$ cat config.mk
export PLATFORM = sky130hd
export DESIGN_NAME = comp_serial_param_flat
export DESIGN_NICKNAME = d
export VERILOG_FILES = /design/src/rtl/comp_serial_param_if.sv /design/src/rtl/comp_serial_param.sv /design/src/flat_wrapper.sv
export SDC_FILE = /design/constraint.sdc
export NUM_CORES = 1
export LEC_CHECK = 0
export BUFFER_PORTS_ARGS = -buffer_cell sky130_fd_sc_hd__buf_2
export CAP_MARGIN = 30
export CORE_AREA = 4 4 41 43
export DETAILED_ROUTE_END_ITERATION = 7
export DIE_AREA = 0 0 45 47
export PLACE_DENSITY = 0.63
export SLEW_MARGIN = 20
export SYNTH_ARGS = -nofsm -noshare
export SYNTH_HDL_FRONTEND = slang
export SYNTH_SLANG_ARGS = --single-unit
$ cat constraint.sdc
create_clock -name clk -period 3.3 [get_ports clk]
set_clock_uncertainty 0.15 [all_clocks]
set_input_delay 0.495 -clock clk [delete_from_list [all_inputs] [get_ports clk]]
set_output_delay 0.495 -clock clk [all_outputs]
set_load 0.05 [all_outputs]
$ cat src/rtl/comp_serial_param_if.sv
// Bit-serial comparator bus: operand bit pair with handshake in, running result and frame status out.
interface comp_serial_param_if;
  logic a;
  logic b;
  logic in_valid;
  logic start;
  logic gout;
  logic eout;
  logic lout;
  logic done;
  logic busy;

  modport master (
    output a, b, in_valid, start,
    input  gout, eout, lout, done, busy
  );

  modport slave (
    input  a, b, in_valid, start,
    output gout, eout, lout, done, busy
  );
endinterface

$ cat src/rtl/comp_serial_param.sv
// Serial magnitude comparator over WIDTH-bit frames, MSB- or LSB-first.
// Optional macro COMP_SIGNED_EN treats operands as two's complement.
module comp_serial_param #(
  parameter int WIDTH     = 8,
  parameter int MSB_FIRST = 1
) (
  input  logic                 clk,
  input  logic                 reset,
  comp_serial_param_if.slave   bus
);

  localparam int CW = (WIDTH > 1) ? $clog2(WIDTH) : 1;
  localparam logic [CW-1:0] LAST = CW'(WIDTH - 1);

  // One-hot encoding lines up directly with {gout,eout,lout}.
  typedef enum logic [2:0] {
    RES_GT = 3'b100,
    RES_EQ = 3'b010,
    RES_LT = 3'b001
  } res_t;

  res_t          r_res;
  logic [CW-1:0] r_cnt;
  logic          r_done;
  logic          r_busy;

  logic [CW-1:0] w_idx;
  logic          w_last;
  logic          w_a_wins;
  res_t          w_base;
  res_t          w_next;

  always_comb begin
    w_idx    = bus.start ? '0 : r_cnt;
    w_last   = (w_idx == LAST);
    // Bit 0 of a frame starts from EQ; earlier frame's result holds until then.
    w_base   = (w_idx == '0) ? RES_EQ : r_res;
    w_a_wins = bus.a;
`ifdef COMP_SIGNED_EN
    if ((MSB_FIRST != 0) ? (w_idx == '0) : w_last)
      w_a_wins = ~bus.a;
`endif
    w_next = w_base;
    // MSB-first locks on the first difference; LSB-first lets later bits overwrite.
    if ((bus.a ^ bus.b) && ((MSB_FIRST == 0) || (w_base == RES_EQ)))
      w_next = w_a_wins ? RES_GT : RES_LT;
  end

  always_ff @(posedge clk) begin
    if (!reset) begin
      r_res  <= RES_EQ;
      r_cnt  <= '0;
      r_done <= 1'b0;
      r_busy <= 1'b0;
    end else if (bus.in_valid) begin
      r_res  <= w_next;
      r_cnt  <= w_last ? '0 : w_idx + CW'(1);
      r_done <= w_last;
      r_busy <= ~w_last;
    end else if (bus.start) begin
      r_cnt  <= '0;
      r_done <= 1'b0;
      r_busy <= 1'b0;
    end else begin
      r_done <= 1'b0;
    end
  end

  assign {bus.gout, bus.eout, bus.lout} = r_res;
  assign bus.done = r_done;
  assign bus.busy = r_busy;

endmodule

$ cat src/flat_wrapper.sv
// flat-port wrapper written by rule: the top's interface ports become plain ports
module comp_serial_param_flat 
#(
  parameter int WIDTH     = 8,
  parameter int MSB_FIRST = 1
)
  (clk, reset, bus_a, bus_b, bus_in_valid, bus_start, bus_gout, bus_eout, bus_lout, bus_done, bus_busy);
  comp_serial_param_if bus_i ();
  input  logic clk;
  input  logic reset;
  input wire logic [$bits(bus_i.a)-1:0] bus_a;
  input wire logic [$bits(bus_i.b)-1:0] bus_b;
  input wire logic [$bits(bus_i.in_valid)-1:0] bus_in_valid;
  input wire logic [$bits(bus_i.start)-1:0] bus_start;
  output wire logic [$bits(bus_i.gout)-1:0] bus_gout;
  output wire logic [$bits(bus_i.eout)-1:0] bus_eout;
  output wire logic [$bits(bus_i.lout)-1:0] bus_lout;
  output wire logic [$bits(bus_i.done)-1:0] bus_done;
  output wire logic [$bits(bus_i.busy)-1:0] bus_busy;
  assign bus_i.a = bus_a;
  assign bus_i.b = bus_b;
  assign bus_i.in_valid = bus_in_valid;
  assign bus_i.start = bus_start;
  assign bus_gout = bus_i.gout;
  assign bus_eout = bus_i.eout;
  assign bus_lout = bus_i.lout;
  assign bus_done = bus_i.done;
  assign bus_busy = bus_i.busy;
  comp_serial_param #(.WIDTH(WIDTH), .MSB_FIRST(MSB_FIRST)) u_core (.clk(clk), .reset(reset), .bus(bus_i));
endmodule
==> out/results.ini <==
[status]
outcome=complete, no violations

[global_route]
global_route_wire_length_before_repair_mm=1.39
maximum_number_of_pins_on_one_net_before_global_route_repair=12
globalRouteOverflowTotal=0
grt_use_total_pct=9.81
antenna_violations_before_repair=0
first_global_vias=320

[worst_setup_path]
endpoint_kind=flip-flop
critPathArrivalTime_ps=1610
crit_type=in -> reg
r2r_cells=5
slowest_cell_on_the_critical_path=sky130_fd_sc_hd__o32a_1
worstSetupStartpointType=primary input
worstPathMaxFanout=4
cpPeakStageDelay_ps=270
critical_path_required_ps=3300
crit_path_cells=buf_2, nor2b_1, inv_1, ha_1, and3_4, o32a_1

[timing]
setup_tns_ps=0
layout_worst_path_cycle_share_pct=48.6
maxSlewHeadroom_pct=82.9
final-setup-viol-count=0
setup_repair_after_global_routing_missed_its_margin=no
timing.final.hold_violations=0
final-max-slew-violation-count=0
clock.fmax_ghz=0.624
max_slew.worst_pin.slew_ps=255
period_minus_slack_ps=1600

[clock_tree]
tritoncts_clock_tree=yes
clock_latency_ps=260
post-cts-setup-buffer-count=0
cts_hold_repair.buffers=0
cts.sink_count=8
clockBufferDepth=2
tritoncts.num_buffers=3
h-tree-depth=1
clkTransAtPathRegs_ps=60
root_buffer=sky130_fd_sc_hd__clkbuf_4
post_cts_resize_count=0

[pwr]
power.total_mw=0.225
p_per_area_nw_per_um2=456
peak_ir_drop_on_the_vdd_network_mv=0.203
static-leakage-power_nw=0.239

[worst_hold_path]
hold_depth=2
hold_path_class=reg -> reg

[routing]
drtPass1Iterations=4
route.antenna.remaining_nets=0
drt-wirelength-per-cell_um=10.6
vias_per_cell=4.62
wirelength_um=751
route.detailed.drc=0
initialDrtViolationCount=6
detailroute.via_count=328

[final_layout]
n_fill_cell=132
nNetsFinal=67
multi_input_area_um2=223
postLayoutCoreUtil_pct=37.9
final-seq-area_um2=160
final_non_filler_cell_total=71
fraction_of_final_layout_cells_with_drive_strength_greater_than_1_pct=30.4
area_growth_syn_to_layout_pct=19.8
final_area_um2=493
num_antenna_cells=0

[synth]
post_synth_main_area_contributors=sky130_fd_sc_hd__dfxtp_1 39%, sky130_fd_sc_hd__ha_1 9.1%, sky130_fd_sc_hd__inv_1 4.6%, sky130_fd_sc_hd__nand2_1 4.6%, sky130_fd_sc_hd__nand3b_1 3.6%
synthesis.instances=45
total_of_flip_flops_plus_latches_after_synthesis=8
async_flop_share_pct=0
synth.most_common_cell=sky130_fd_sc_hd__dfxtp_1
yosys.area.top_type=sky130_fd_sc_hd__dfxtp_1
list_of_most_frequent_post_synthesis_cells=8 x sky130_fd_sc_hd__dfxtp_1, 5 x sky130_fd_sc_hd__inv_1, 5 x sky130_fd_sc_hd__nand2_1
synth-seq-area-share_pct=38.9
synthesis.yosys.warnings=0
synth.cell_area_um2=412
yosysTopAreaCellShare_pct=38.9
synth-edff-count=0
synthDistinctLibCells=23
post_synth.cell_area_avg_um2=9.15
synthesis.nets=54
primary_ff_master_synth=sky130_fd_sc_hd__dfxtp_1

[die]
die_width_um=45
placementRows=13
placeableCoreArea_um2=1300
io_pins=11
initial_utilization_pct=31.6
floorplan.die.height_um=47
fp.dieArea_um2=2120

[job]
cap_viol_max_count=0

[place]
placed_area_um2=470
last_weighted_congestion_value_of_the_routability_driven_placer=0.739
place.port_buffers=10
dpl.hpwl_um=571
placed_instances=68

-- report_power, final --
| group | internal [mW] | switching, mW |
|---|---|---|
| Sequential | 0.102 | 0.00236 |
| Combinational | 0.0155 | 0.0267 |
| Clock | 0.0419 | 0.0369 |
-- final timing paths --
kind	startpoint	endpoint	slack, ps
worst max-delay path	bus_start	u_core.r_res[1]$_SDFFE_PN1P_	1700
worst min-delay path	u_core.r_res[0]$_SDFFE_PN0P_	u_core.r_res[0]$_SDFFE_PN0P_	330
worst max register to register	u_core.r_cnt[0]$_SDFF_PN0_	u_core.r_res[1]$_SDFFE_PN1P_	1740
worst min register to register	u_core.r_res[0]$_SDFFE_PN0P_	u_core.r_res[0]$_SDFFE_PN0P_	330
-- through the flow --
step | setup slack [ps] | hold WS, ps
floorplan | 1640 | 462
global placement | 1460 | 323
detailed placement | 1420 | 329
CTS | 1690 | 338
global route | 1620 | 394
finish | 1700 | 331
-- flip-flops by register name, indices dropped and copies added, names as in the netlist --
register         flops
u_core.r_cnt         3
u_core.bus.busy      1
u_core.r_res         3
u_core.bus.done      1
-- kinds of logic (layout without fill, tap and decap cells) --
family	count (synthesis)	after routing	synth area share (%)
adders and majority gates	3	3	9.12
buffers and inverters	7	18	6.99
DFF	8	8	38.9
and+or+nand+nor	18	18	28.6
xor gates and xnor gates	2	2	4.26
AOI/OAI and AO/OA	7	7	12.2
-- cells in the final DEF, fill, tap and decap left out --
master / count
sky130_fd_sc_hd__a21oi_1: 1
sky130_fd_sc_hd__buf_2: 10
sky130_fd_sc_hd__inv_1: 5
sky130_fd_sc_hd__and3_4: 1
sky130_fd_sc_hd__o32a_1: 1
sky130_fd_sc_hd__nand2b_4: 1
sky130_fd_sc_hd__nand3b_1: 2
sky130_fd_sc_hd__ha_1: 3
sky130_fd_sc_hd__xor2_1: 1
sky130_fd_sc_hd__o22ai_1: 2
sky130_fd_sc_hd__and4bb_2: 1
sky130_fd_sc_hd__dfxtp_1: 8
sky130_fd_sc_hd__and2_1: 2
sky130_fd_sc_hd__a31oi_2: 1
sky130_fd_sc_hd__and3_1: 1
sky130_fd_sc_hd__nand2_1: 5
sky130_fd_sc_hd__o21ai_0: 2
sky130_fd_sc_hd__nor2_1: 2
sky130_fd_sc_hd__xnor2_1: 1
sky130_fd_sc_hd__nor3b_1: 1
sky130_fd_sc_hd__nor2b_1: 1
sky130_fd_sc_hd__clkbuf_4: 3
sky130_fd_sc_hd__nand2b_1: 1
-- cell type report --
cell class / count / area share [%]
well taps: 15 / 3.81
multi-input cells: 30 / 45.2
flip-flops and latches: 8 / 32.5
repair buffers: 10 / 10.2
clock buffers: 3 / 4.57
inverters: 5 / 3.81
-- layer usage --
metal / share of wire (%) / vias to the layer above / track usage [%]
met1: 44 / 141 / 11.0
met4: 3.3 / 0 / 10.5
met2: 45 / 10 / 13.6
li1: - / 173 / -
met5: 0 / - / 0
met3: 7.6 / 4 / 3.83
-- worst max-delay path: cells and delay by family --
family                   cells  cell delay [ps]
buffers and inverters        2              200
adder cells (fa/ha/maj)      1              220
AO/OA/AOI/OAI                1              270
AND/OR/NAND/NOR              2              420
No activity file was read; power rests on OpenSTA's default activity.
